File: src/rtl/f_prefetch_unit.sv
// Instruction prefetch unit: issues in-order fetch requests, pairs responses with
// their addresses and buffers {pc, instr, exc} entries for the decode stage.
module f_prefetch_unit #(
  parameter logic [31:0] RESET_PC = 32'h0000_3000,
  parameter int          DEPTH    = 4,
  parameter int          MAX_OS   = 2
) (
  input  logic        clk,
  input  logic        reset,
  input  logic        redirect,
  input  logic [31:0] redirect_pc,
  output logic        req_valid,
  input  logic        req_ready,
  output logic [31:0] req_addr,
  input  logic        resp_valid,
  input  logic [31:0] resp_data,
  output logic        out_valid,
  input  logic        out_ready,
  output logic [31:0] out_pc,
  output logic [31:0] out_instr,
  output logic        out_exc
);

  localparam int QW   = $clog2(DEPTH);
  localparam int CW   = $clog2(DEPTH + 1);
  localparam int SUMW = CW + 1;
  localparam int OW   = $clog2(MAX_OS + 1);
  localparam int SW   = (MAX_OS > 1) ? $clog2(MAX_OS) : 1;

  localparam logic [QW-1:0]   Q_ONE   = QW'(1'b1);
  localparam logic [CW-1:0]   C_ONE   = CW'(1'b1);
  localparam logic [CW-1:0]   C_FULL  = CW'(DEPTH);
  localparam logic [OW-1:0]   O_ONE   = OW'(1'b1);
  localparam logic [OW-1:0]   O_MAX   = OW'(MAX_OS);
  localparam logic [SUMW-1:0] S_DEPTH = SUMW'(DEPTH);
  localparam logic [SW-1:0]   SH_LAST = SW'(MAX_OS - 1);

  function automatic logic [SW-1:0] sh_inc(input logic [SW-1:0] p);
    logic [SW-1:0] n;
    if (p == SH_LAST) begin
      n = {SW{1'b0}};
    end else begin
      n = p + SW'(1'b1);
    end
    return n;
  endfunction

  logic [31:0]   fpc_r;
  logic          halt_r;
  logic [OW-1:0] os_r;
  logic [OW-1:0] drop_r;
  logic [CW-1:0] count_r;
  logic [QW-1:0] wr_ptr_r;
  logic [QW-1:0] rd_ptr_r;
  logic [SW-1:0] sh_wr_r;
  logic [SW-1:0] sh_rd_r;

  logic [31:0] q_pc_r    [DEPTH];
  logic [31:0] q_instr_r [DEPTH];
  logic        q_exc_r   [DEPTH];
  logic [31:0] sh_pc_r   [MAX_OS];

  logic          req_valid_s;
  logic          req_hs_s;
  logic          resp_keep_s;
  logic          misalign_push_s;
  logic          push_s;
  logic          pop_s;
  logic          out_valid_s;
  logic [SUMW-1:0] occ_s;
  logic [OW-1:0] os_next_s;
  logic [CW-1:0] count_next_s;
  logic [31:0]   push_pc_s;
  logic [31:0]   push_instr_s;
  logic          push_exc_s;

  // Slots already promised to in-flight requests count against queue space.
  assign occ_s       = {1'b0, count_r} + SUMW'(os_r);
  assign req_valid_s = !reset && !halt_r && !redirect && (fpc_r[1:0] == 2'b00) &&
                       (os_r < O_MAX) && (occ_s < S_DEPTH);
  assign req_hs_s    = req_valid_s && req_ready;
  assign resp_keep_s = resp_valid && (drop_r == {OW{1'b0}});
  assign misalign_push_s = !halt_r && !redirect && (fpc_r[1:0] != 2'b00) &&
                           (os_r == {OW{1'b0}}) && (count_r != C_FULL);
  assign push_s      = resp_keep_s || misalign_push_s;
  assign out_valid_s = (count_r != {CW{1'b0}});
  assign pop_s       = out_valid_s && out_ready;
  assign os_next_s   = os_r + (req_hs_s ? O_ONE : {OW{1'b0}})
                            - (resp_valid ? O_ONE : {OW{1'b0}});

  // Occupancy update for the non-redirect case.
  always_comb begin
    count_next_s = count_r;
    case ({push_s, pop_s})
      2'b10:   count_next_s = count_r + C_ONE;
      2'b01:   count_next_s = count_r - C_ONE;
      default: count_next_s = count_r;
    endcase
  end

  // Select entry contents: a memory response or a misaligned-address fault.
  always_comb begin
    push_pc_s    = 32'h0000_0000;
    push_instr_s = 32'h0000_0000;
    push_exc_s   = 1'b0;
    if (resp_keep_s) begin
      push_pc_s    = sh_pc_r[sh_rd_r];
      push_instr_s = resp_data;
      push_exc_s   = 1'b0;
    end else begin
      push_pc_s    = fpc_r;
      push_instr_s = 32'h0000_0000;
      push_exc_s   = 1'b1;
    end
  end

  // Control state; redirect leaves in-flight responses to be dropped as they return.
  always_ff @(posedge clk) begin
    if (reset) begin
      fpc_r    <= RESET_PC;
      halt_r   <= 1'b0;
      os_r     <= {OW{1'b0}};
      drop_r   <= {OW{1'b0}};
      count_r  <= {CW{1'b0}};
      wr_ptr_r <= {QW{1'b0}};
      rd_ptr_r <= {QW{1'b0}};
      sh_wr_r  <= {SW{1'b0}};
      sh_rd_r  <= {SW{1'b0}};
    end else begin
      os_r <= os_next_s;
      if (req_hs_s) sh_wr_r <= sh_inc(sh_wr_r);
      if (resp_valid) sh_rd_r <= sh_inc(sh_rd_r);
      if (redirect) begin
        fpc_r    <= redirect_pc;
        halt_r   <= 1'b0;
        drop_r   <= os_next_s;
        count_r  <= {CW{1'b0}};
        wr_ptr_r <= {QW{1'b0}};
        rd_ptr_r <= {QW{1'b0}};
      end else begin
        if (req_hs_s) fpc_r <= fpc_r + 32'd4;
        if (misalign_push_s) halt_r <= 1'b1;
        if (resp_valid && (drop_r != {OW{1'b0}})) drop_r <= drop_r - O_ONE;
        if (push_s) wr_ptr_r <= wr_ptr_r + Q_ONE;
        if (pop_s) rd_ptr_r <= rd_ptr_r + Q_ONE;
        count_r <= count_next_s;
      end
    end
  end

  // Fetch queue storage.
  always_ff @(posedge clk) begin
    if (push_s && !redirect && !reset) begin
      q_pc_r[wr_ptr_r]    <= push_pc_s;
      q_instr_r[wr_ptr_r] <= push_instr_s;
      q_exc_r[wr_ptr_r]   <= push_exc_s;
    end
  end

  // Shadow of issued addresses, consumed in order by responses.
  always_ff @(posedge clk) begin
    if (req_hs_s) begin
      sh_pc_r[sh_wr_r] <= fpc_r;
    end
  end

  assign req_valid = req_valid_s;
  assign req_addr  = fpc_r;
  assign out_valid = out_valid_s;
  assign out_pc    = out_valid_s ? q_pc_r[rd_ptr_r]    : 32'h0000_0000;
  assign out_instr = out_valid_s ? q_instr_r[rd_ptr_r] : 32'h0000_0000;
  assign out_exc   = out_valid_s ? q_exc_r[rd_ptr_r]   : 1'b0;

endmodule

File: config.mk
export PLATFORM = sky130hd
export DESIGN_NAME = f_prefetch_unit
export DESIGN_NICKNAME = d
export VERILOG_FILES = /design/src/rtl/f_prefetch_unit.sv
export SDC_FILE = /design/constraint.sdc
export NUM_CORES = 1
export LEC_CHECK = 0
export ABC_AREA = 0
export BUFFER_PORTS_ARGS = -buffer_cell sky130_fd_sc_hd__buf_2
export CAP_MARGIN = 20
export CORE_MARGIN = 8
export CORE_UTILIZATION = 41
export DETAILED_ROUTE_END_ITERATION = 8
export SETUP_SLACK_MARGIN = 0.2
export SKIP_LAST_GASP = 1
export SLEW_MARGIN = 40
export SYNTH_ARGS = -nofsm -noshare
export SYNTH_HDL_FRONTEND = slang
export SYNTH_SLANG_ARGS = --single-unit
File: constraint.sdc
create_clock -name clk -period 7.2 [get_ports clk]
set_input_delay 1.08 -clock clk [delete_from_list [all_inputs] [get_ports clk]]
set_output_delay 1.08 -clock clk [all_outputs]
set_load 0.1 [all_outputs]
==> run_results.csv, run 1 <==
group,metric,value,unit
cts,cts-root-buf,"clkbuf_16",
drt,drt_wl_total,34800,um
outcome,status,"complete, no violations",
synth,synth-edff-count,324,
cts,cts_resized,0,
synth,syn-num-nets,1034,
timing,tns,0,ns
timing,slew_viol_final,0,
drt,drc,0,
placement,dp_slack,2.93,ns
setup_path,crit_path_top_delay_cell,"dfxtp_4",
cts,clockBufferDepth,3,
drt,dr.pass1.iters,5,
min_path,min-delay-start,"halt_r$_SDFFE_PP0P_",
layout,syn2layout_area_growth,17.3,%
cts,insertion_delay,0.53,ns
timing,fmaxAchievable,242,MHz
timing,setup_viol,0,
floorplan,fp.dieW,209,um
synth,synth_area,0.0152,mm^2
setup_path,cp_cell_sequence,"buf_12 > buf_4 > mux4_2 > and2_1 > buf_2",
cts,post_cts_buffers,0,
timing,tightest_slew,0.827,ns
floorplan,die-area,0.0435,mm^2
min_path,hp-class,"register to register",
placement,port_buffers,168,
timing,fin_hold_ws,0.477,ns
timing,rsz0062_at_grt,"false",
synth,synth_area_leaders,"edfxtp_1 64%, mux4_2 9.6%, dfxtp_1 6.5%, and2_1 2.9%, mux2i_1 2.3%",
setup_path,timing_worst_setup_path_type,"register to output port",
layout,fin_area,0.0178,mm^2
cts,cts_tree,"built",
drt,wl_per_cell,21.5,um
grt,grt_max_degree,70,
placement,place_area,0.0166,mm^2
grt,gr-total-overflow,0,
floorplan,initial_core_util,41.5,%
grt,antenna_found_initial,0,
grt,first_global_vias,8920,
cts,path_clk_slew,0.05,ns
drt,detail-route-antenna-nets,0,
floorplan,ioPinCount,169,
cts,htree_levels,2,
setup_path,start_kind,"register",
grt,grt_pass1_wl,53300,um
timing,fin_skew,0.0268,ns
synth,ys_types,49,
setup_path,crit_required,6.12,ns
synth,async_flop_share,0,%
drt,num_vias,8801,
grt,groute.usage.overall,15.6,%
timing,maxSlewHeadroom,44.4,%
cts,cts_inserted_buffers,39,
placement,post-place-cells,1548,
setup_path,path_delay_family,"buffers and inverters",
setup_path,cp-end-kind,"output port",
layout,fillers,3170,
timing,worst_slack,3.07,ns
power,p_per_area,288,mW/mm^2
layout,multi_input_area,0.00424,mm^2
drt,drt-initial-drc-count,629,
timing,hold_viol,0,
placement,dpl.hpwl,22100,um
timing,min_period,4.13,ns
setup_path,r2r-start,"drop_r[0]$_SDFFE_PP0P_",
cts,ctsHoldBuffers,0,
placement,globalplace.congestion,0.809,
synth,synth_area_leader_cell,"edfxtp_1",
synth,synth.top_cell.area_share,64.0,%
layout,drive_above_1_share,28.2,%
layout,final-seq-area,0.0107,mm^2
synth,ys_ff_latch,373,
layout,nNetsFinal,1203,
synth,synth.avg_cell_area,16.0,um^2
job,drv_cap,0,
floorplan,die_y,209,um
synth,yosysSeqAreaShare,70.4,%
setup_path,crit_fanout,28,
synth,synth_ff_type,"edfxtp_1",
synth,ys.warnings.count,0,
layout,finish.utilization,48.7,%
power,peakVddDrop,152,uV
timing,fin_crit_sh,57.3,%
layout,stdcell_count,1620,
cts,clock-sinks,373,
floorplan,num_rows,70,
setup_path,critical_path.max_stage_delay,0.62,ns
setup_path,crit_arrival,3.05,ns
drt,avgViaCountPerCell,5.43,
synth,synthCells,953,
power,power,5.14,mW
floorplan,core,0.0366,mm^2
setup_path,crit_buf_inv,3,
power,total_leakage_power,6.28,nW
-- state kept, by name (all words and copies together) (netlist names), 2 cells and up, named ones only --
name,cells
q_exc_r,4
sh_pc_r,64
req_addr,32
os_r,2
rd_ptr_r,2
count_r,3
drop_r,2
q_instr_r,128
q_pc_r,128
wr_ptr_r,2
-- cells by family after synthesis --
logic type,share of synthesized area [%]
mux,12.0
fa+ha+maj,0.954
buf+inv,1.97
xor+xnor,0.806
simple gates,9.51
flops,70.4
compound gates,4.33
-- report_power, final --
| part | switching [mW] | total, mW | internal (mW) | leakage [nW] |
|---|---|---|---|---|
| clock | 0.790 | 1.86 | 1.07 | 0.579 |
| combinational | 0.610 | 0.777 | 0.167 | 2.32 |
| sequential | 0.0559 | 2.50 | 2.45 | 3.38 |
-- worst paths after layout --
| kind | cells past startpoint | slack, ns | end |
|---|---|---|---|
| setup reg to reg | 13 | 3.78 | count_r[2]$_SDFFE_PP0P_ |
| setup / recovery | 5 | 3.07 | out_pc[17] |
| hold reg to reg | 2 | 0.48 | halt_r$_SDFFE_PP0P_ |
| hold / removal | 2 | 0.48 | halt_r$_SDFFE_PP0P_ |
-- worst register-to-register path, stage by stage, from the launching register on --
cell	delay, ns
dfxtp_1	0.30
inv_1	0.05
ha_1	0.19
buf_4	0.27
nand2_2	0.12
buf_4	0.49
o21ai_0	0.46
inv_1	0.22
ha_1	0.21
inv_1	0.06
fa_1	0.37
xor2_1	0.15
or3_1	0.31
a21oi_1	0.14
-- layer usage --
metal / global-route usage [%] / part of all wire (%) / vias up
li1: - / - / 4035
met1: 22.1 / 46 / 4405
met2: 24.2 / 45 / 319
met3: 3.80 / 7.5 / 42
met4: 3.52 / 1.6 / 0
met5: 0 / 0 / -
-- cell type report --
type | count | share of cell area, %
well taps | 468 | 3.28
clock inverters | 19 | 0.764
inverters | 17 | 0.358
repair buffers | 185 | 5.84
diodes | 1 | 0.0140
flip-flops and latches | 373 | 60.1
clock buffers | 51 | 5.90
multi-input cells | 506 | 23.7
-- cells in the mapped netlist (9+ instances only) --
cell	number
inv_1	16
and3_1	41
a31oi_1	13
clkbuf_1	41
nor2_1	37
nand2_1	64
o21ai_0	51
a21oi_1	26
nand3_1	13
and2_1	71
edfxtp_1	324
dfxtp_1	49
mux4_2	65
buf_2	9
mux2i_1	35
ha_1	10
-- layout by cell type (no fill, tap or decap), types with 3 or more instances in the layout --
cell type,n
o21ai_0,51
a21oi_1,26
clkbuf_1,10
clkinv_1,6
ha_1,10
or4_1,6
nand2_1,63
xor2_1,7
a31oi_1,13
xnor2_1,7
inv_1,16
dfxtp_1,46
dfxtp_4,3
nand3_1,13
o311ai_0,4
and2_1,71
buf_12,4
clkinv_2,7
nor3_1,8
or3_1,3
and3_1,37
o211ai_1,3
nor4_2,3
a41oi_1,4
and3_4,4
buf_4,11
nand4_1,8
mux2i_1,35
clkbuf_16,40
mux4_2,65
edfxtp_1,324
buf_2,168
nor2_1,35
Power figures use the tool's default switching activity.
==> run 2, diff against run 1 <==
==> constraint.sdc (replaced) <==
create_clock -name clk -period 3.7 [get_ports clk]
set_input_delay 0.555 -clock clk [delete_from_list [all_inputs] [get_ports clk]]
set_output_delay 0.555 -clock clk [all_outputs]
set_load 0.1 [all_outputs]
==> run 2 against run 1 <==
Against the previous run:
- combinational power is 97% higher
- largest cell class unchanged
- design area rose by 1.3%
- final cell count grew 0.74%
- highest routed layer unchanged
- critical path depth shrank 1
- via count decreased by 0.89%
- non-clock buffer count up 8
- wire length is 2.2% higher
- critical endpoint is now out_pc[10]
==> run_results.csv, run 2 (synthesis results as in run 1) <==
group,metric,value,unit
layout,stdcell_count,1632,
cts,htree_levels,2,
setup_path,start_kind,"register",
min_path,min_path_cells,3,
floorplan,die-area,0.0435,mm^2
timing,rsz0062_at_grt,"false",
power,p_per_area,575,mW/mm^2
setup_path,cp-end-kind,"output port",
grt,gr-total-overflow,0,
timing,slew_viol_final,0,
cts,insertion_delay,0.54,ns
cts,post_cts_buffers,0,
layout,final-seq-area,0.0107,mm^2
outcome,status,"complete, no violations",
job,drv_cap,0,
setup_path,crit_required,3.14,ns
drt,dr.pass1.iters,5,
cts,clock-sinks,373,
setup_path,r2r.worst_path.cells,10,
placement,port_buffers,168,
cts,cts_resized,0,
timing,setup_viol,0,
cts,path_clk_slew,0.05,ns
grt,groute.usage.overall,16.1,%
layout,multi_input_area,0.00424,mm^2
timing,fmaxAchievable,311,MHz
cts,cts-root-buf,"clkbuf_16",
drt,wl_per_cell,21.8,um
grt,grt_max_degree,69,
drt,num_vias,8723,
floorplan,num_rows,70,
layout,drive_above_1_share,28.8,%
floorplan,initial_core_util,41.5,%
floorplan,core,0.0366,mm^2
power,total_leakage_power,6.41,nW
setup_path,crit_arrival,2.66,ns
layout,nNetsFinal,1213,
layout,top_regs,"q_instr_r: 128 flops, q_pc_r: 128 flops, sh_pc_r: 64 flops",
setup_path,crit_fanout,25,
drt,avgViaCountPerCell,5.34,
timing,tightest_slew,0.678,ns
placement,dpl.hpwl,22000,um
floorplan,fp.dieW,209,um
layout,syn2layout_area_growth,18.8,%
timing,tns,0,ns
layout,layout_common_cells,"324 x edfxtp_1, 168 x buf_2, 71 x and2_1, 65 x mux4_2, 63 x nand2_1",
timing,min_period,3.22,ns
cts,clockBufferDepth,3,
timing,hold_viol,0,
drt,drc,0,
setup_path,timing_worst_setup_path_type,"register to output port",
timing,fin_skew,0.0253,ns
layout,finish.utilization,49.4,%
drt,drt_wl_total,35500,um
power,peakVddDrop,357,uV
grt,grt_pass1_wl,54900,um
cts,ctsHoldBuffers,0,
floorplan,die_y,209,um
cts,cts_inserted_buffers,41,
placement,post-place-cells,1557,
cts,cts_tree,"built",
drt,detail-route-antenna-nets,0,
placement,globalplace.congestion,0.762,
timing,fin_crit_sh,87.0,%
grt,antenna_found_initial,1,
min_path,hp-class,"input port to register",
timing,maxSlewHeadroom,54.3,%
layout,layout_commonest_cell,"edfxtp_1",
grt,first_global_vias,9247,
layout,fillers,3114,
floorplan,ioPinCount,169,
drt,drt-initial-drc-count,460,
## run 2: cell types whose count changed in the layout (fill, tap and decap cells not counted), moves of 3 or more
cell / previous run / this run
buf_12: 4 / 8
buf_4: 11 / 17
bufinv_16: 1 / 4
clkbuf_1: 10 / 14
clkbuf_16: 40 / 43
clkinv_1: 6 / 3
## run 2: report_power, final
part	internal [mW]	total (mW)	switching (mW)
clock	2.45	4.00	1.55
sequential	4.76	4.86	0.0956
combinational	0.334	1.53	1.20
total	7.54	10.4	2.85
## run 2: routing by layer
| layer | vias up | global-route usage, % | wire [um] |
|---|---|---|---|
| met4 | 0 | 3.84 | 455 |
| li1 | 4051 | - | - |
| met3 | 31 | 3.76 | 2140 |
| met1 | 4387 | 21.3 | 15800 |
| met5 | - | 0 | 0 |
| met2 | 254 | 26.6 | 17100 |
## run 2: final timing paths
check | start | to | slack (ns)
setup reg to reg | count_r[2]$_SDFFE_PP0P_ | count_r[2]$_SDFFE_PP0P_ | 0.94
hold reg to reg | halt_r$_SDFFE_PP0P_ | halt_r$_SDFFE_PP0P_ | 0.49
hold / removal | redirect_pc[29] | req_addr[29]$_SDFFE_PP0P_ | 0.26
setup / recovery | register | out_pc[10] | 0.48
## run 2: stage by stage
step                setup slack (ns)  hold WS, ns  instance area [um^2]  power, mW
floorplan                      0.641        0.446                 15200       6.11
global placement               0.888        0.470                 16700       6.48
detailed placement             0.799        0.479                 16700       6.50
CTS                            0.404        0.254                 18100       10.5
global route                   0.323        0.260                 18100       10.7
finish                         0.481        0.264                 18100       10.4
## run 2: cell type report
cell class                 instances  area share [%]
multi-input combinational        506            23.5
antenna                            1          0.0138
timing repair buffer             193            6.25
tap                              468            3.24
inverter                          17           0.353
clock inverter                    15           0.983
sequential                       373            59.3
clock buffer                      59            6.40
## run 2: critical path, cell delays in order, from the launching register on
cell     delay (ns)
dfxtp_4        0.74
buf_4          0.37
mux4_2         0.53
and2_1         0.20
buf_2          0.30
==> run 3, diff against run 2 <==
--- a/config.mk
+++ b/config.mk
@@ -9,8 +9,9 @@
 export BUFFER_PORTS_ARGS = -buffer_cell sky130_fd_sc_hd__buf_2
 export CAP_MARGIN = 20
 export CORE_MARGIN = 8
-export CORE_UTILIZATION = 41
+export CORE_UTILIZATION = 53
 export DETAILED_ROUTE_END_ITERATION = 8
+export PLACE_DENSITY = 0.76
 export SETUP_SLACK_MARGIN = 0.2
 export SKIP_LAST_GASP = 1
 export SLEW_MARGIN = 40
==> run 3 against run 2 <==
Against the previous run:
- maximum frequency rose by 2.1%
- total power fell by 4.4%
- first-iteration DRC count rose by 36%
- die area fell by 21%
- design area fell by 1.5%
- non-clock buffer count rose by 3
- register-to-register slack barely moved
- critical endpoint is now out_instr[22]
==> run_results.csv, run 3 (synthesis results as in run 1) <==
group,metric,value,unit
outcome,status,"complete, no violations",
timing,fin_skew,0.0108,ns
layout,fillers,2060,
floorplan,initial_core_util,53.4,%
cts,clockBufferDepth,3,
layout,drive_above_1_share,28.6,%
cts,cts_tree,"built",
setup_path,cp-end-kind,"output port",
timing,fin_crit_sh,85.2,%
job,drv_cap,0,
timing,fmaxAchievable,317,MHz
min_path,min_path_cells,3,
drt,dr.pass1.iters,5,
cts,insertion_delay,0.51,ns
setup_path,timing_worst_setup_path_type,"register to output port",
drt,drc,0,
cts,ctsHoldBuffers,0,
drt,num_vias,8855,
drt,avgViaCountPerCell,5.74,
placement,port_buffers,168,
setup_path,crit_fanout,22,
cts,cts_inserted_buffers,37,
placement,place_area,0.0166,mm^2
power,total_leakage_power,6.35,nW
floorplan,fp.dieW,185,um
grt,groute.usage.overall,19.2,%
timing,slew_viol_final,0,
power,power.internal,7.19,mW
setup_path,crit_arrival,2.60,ns
cts,path_clk_slew,0.06,ns
setup_path,rr_endpoint,"count_r[2]$_SDFFE_PP0P_",
timing,tns,0,ns
power,p_per_area,558,mW/mm^2
timing,min_period,3.15,ns
setup_path,endpoint,"out_instr[22]",
timing,setup_viol,0,
min_path,hp-class,"input port to register",
timing,maxSlewHeadroom,55.1,%
grt,grt_pass1_wl,50700,um
setup_path,rrSetupSlack,0.94,ns
layout,fin_area,0.0178,mm^2
grt,antenna_found_initial,1,
drt,drt_wl_total,33300,um
setup_path,r2r-start,"count_r[2]$_SDFFE_PP0P_",
floorplan,die_y,185,um
layout,n_antenna_cell,0,
layout,layout_commonest_cell,"edfxtp_1",
setup_path,start_kind,"register",
placement,globalplace.congestion,0.819,
power,combPwrFrac,15.2,%
timing,tightest_slew,0.673,ns
setup_path,r2r.worst_path.cells,10,
floorplan,ioPinCount,169,
power,p_sw_share,27.6,%
layout,nNetsFinal,1212,
power,seqPwrFrac,49.0,%
power,clockPowerShare,35.8,%
cts,clock-sinks,373,
placement,dpl.hpwl,21200,um
floorplan,core,0.0285,mm^2
placement,post-place-cells,1476,
grt,gr-total-overflow,0,
drt,wl_per_cell,21.6,um
cts,post_cts_buffers,0,
setup_path,crit_required,3.14,ns
power,switching_power,2.74,mW
power,peakVddDrop,281,uV
cts,cts_resized,0,
timing,hold_viol,0,
drt,detail-route-antenna-nets,0,
grt,first_global_vias,8910,
drt,drt-initial-drc-count,626,
layout,stdcell_count,1543,
timing,rsz0062_at_grt,"false",
cts,cts-root-buf,"clkbuf_16",
layout,layout_common_cells,"324 x edfxtp_1, 168 x buf_2, 71 x and2_1, 65 x mux4_2, 63 x nand2_1",
grt,grt_max_degree,69,
floorplan,num_rows,62,
layout,syn2layout_area_growth,17.1,%
layout,top_regs,"q_instr_r: 128 flops, q_pc_r: 128 flops, sh_pc_r: 64 flops",
cts,htree_levels,2,
floorplan,die-area,0.0344,mm^2
## run 3: metrics by stage
step	setup slack, ns	total power [mW]	hold WS (ns)	utilization, %
floorplan	0.641	6.11	0.446	-
global placement	0.896	6.44	0.472	58.4
detailed placement	0.747	6.46	0.470	58.4
CTS	0.458	10.0	0.251	62.5
global route	0.377	10.2	0.272	62.5
finish	0.546	9.93	0.265	62.5
## run 3: layer usage
layer | up-vias | track usage (%) | part of all wire (%)
met2 | 375 | 32.5 | 49
met5 | - | 0 | 0.039
met4 | 2 | 6.24 | 2.5
met3 | 58 | 3.88 | 8.0
li1 | 4051 | - | -
met1 | 4369 | 24.7 | 40
## run 3: worst max-delay path, cell delays in order (launching register included)
cell,delay (ns)
dfxtp_4,0.66
buf_4,0.41
mux4_2,0.55
and2_1,0.17
buf_2,0.29
## run 3: worst min-delay path by stage
| stage | startpoint | endpoint | slack, ns |
|---|---|---|---|
| 6_report | redirect_pc[29] | req_addr[29]$_SDFFE_PP0P_ | 0.26 |
| 5_1_grt | redirect_pc[29] | req_addr[29]$_SDFFE_PP0P_ | 0.27 |
| 4_1_cts | redirect_pc[29] | req_addr[29]$_SDFFE_PP0P_ | 0.25 |
| 3_5_place_dp | halt_r$_SDFFE_PP0P_ | halt_r$_SDFFE_PP0P_ | 0.47 |
| 3_3_place_gp | halt_r$_SDFFE_PP0P_ | halt_r$_SDFFE_PP0P_ | 0.47 |
| 2_1_floorplan | halt_r$_SDFFE_PP0P_ | halt_r$_SDFFE_PP0P_ | 0.45 |
## run 3: power groups by stage
| stage | registers (mW) | logic (mW) | clock network, mW |
|---|---|---|---|
| after CTS | 4.86 | 1.52 | 3.62 |
| after global routing | 4.88 | 1.59 | 3.77 |
| final | 4.86 | 1.51 | 3.56 |
| after global placement | 4.94 | 1.50 | 0 |
| after detailed placement | 4.95 | 1.51 | 0 |
| after floorplan | 5.05 | 1.06 | 0 |
## run 3: area by class of cell
type                       count  area (um^2)  share of cell area [%]
timing repair buffer         196         1130                    6.32
sequential                   373        10700                    60.2
inverter                      17         63.8                   0.358
multi-input combinational    506         4240                    23.8
clock inverter                20          144                   0.808
clock buffer                  47         1030                    5.76
tap                          384          480                    2.70
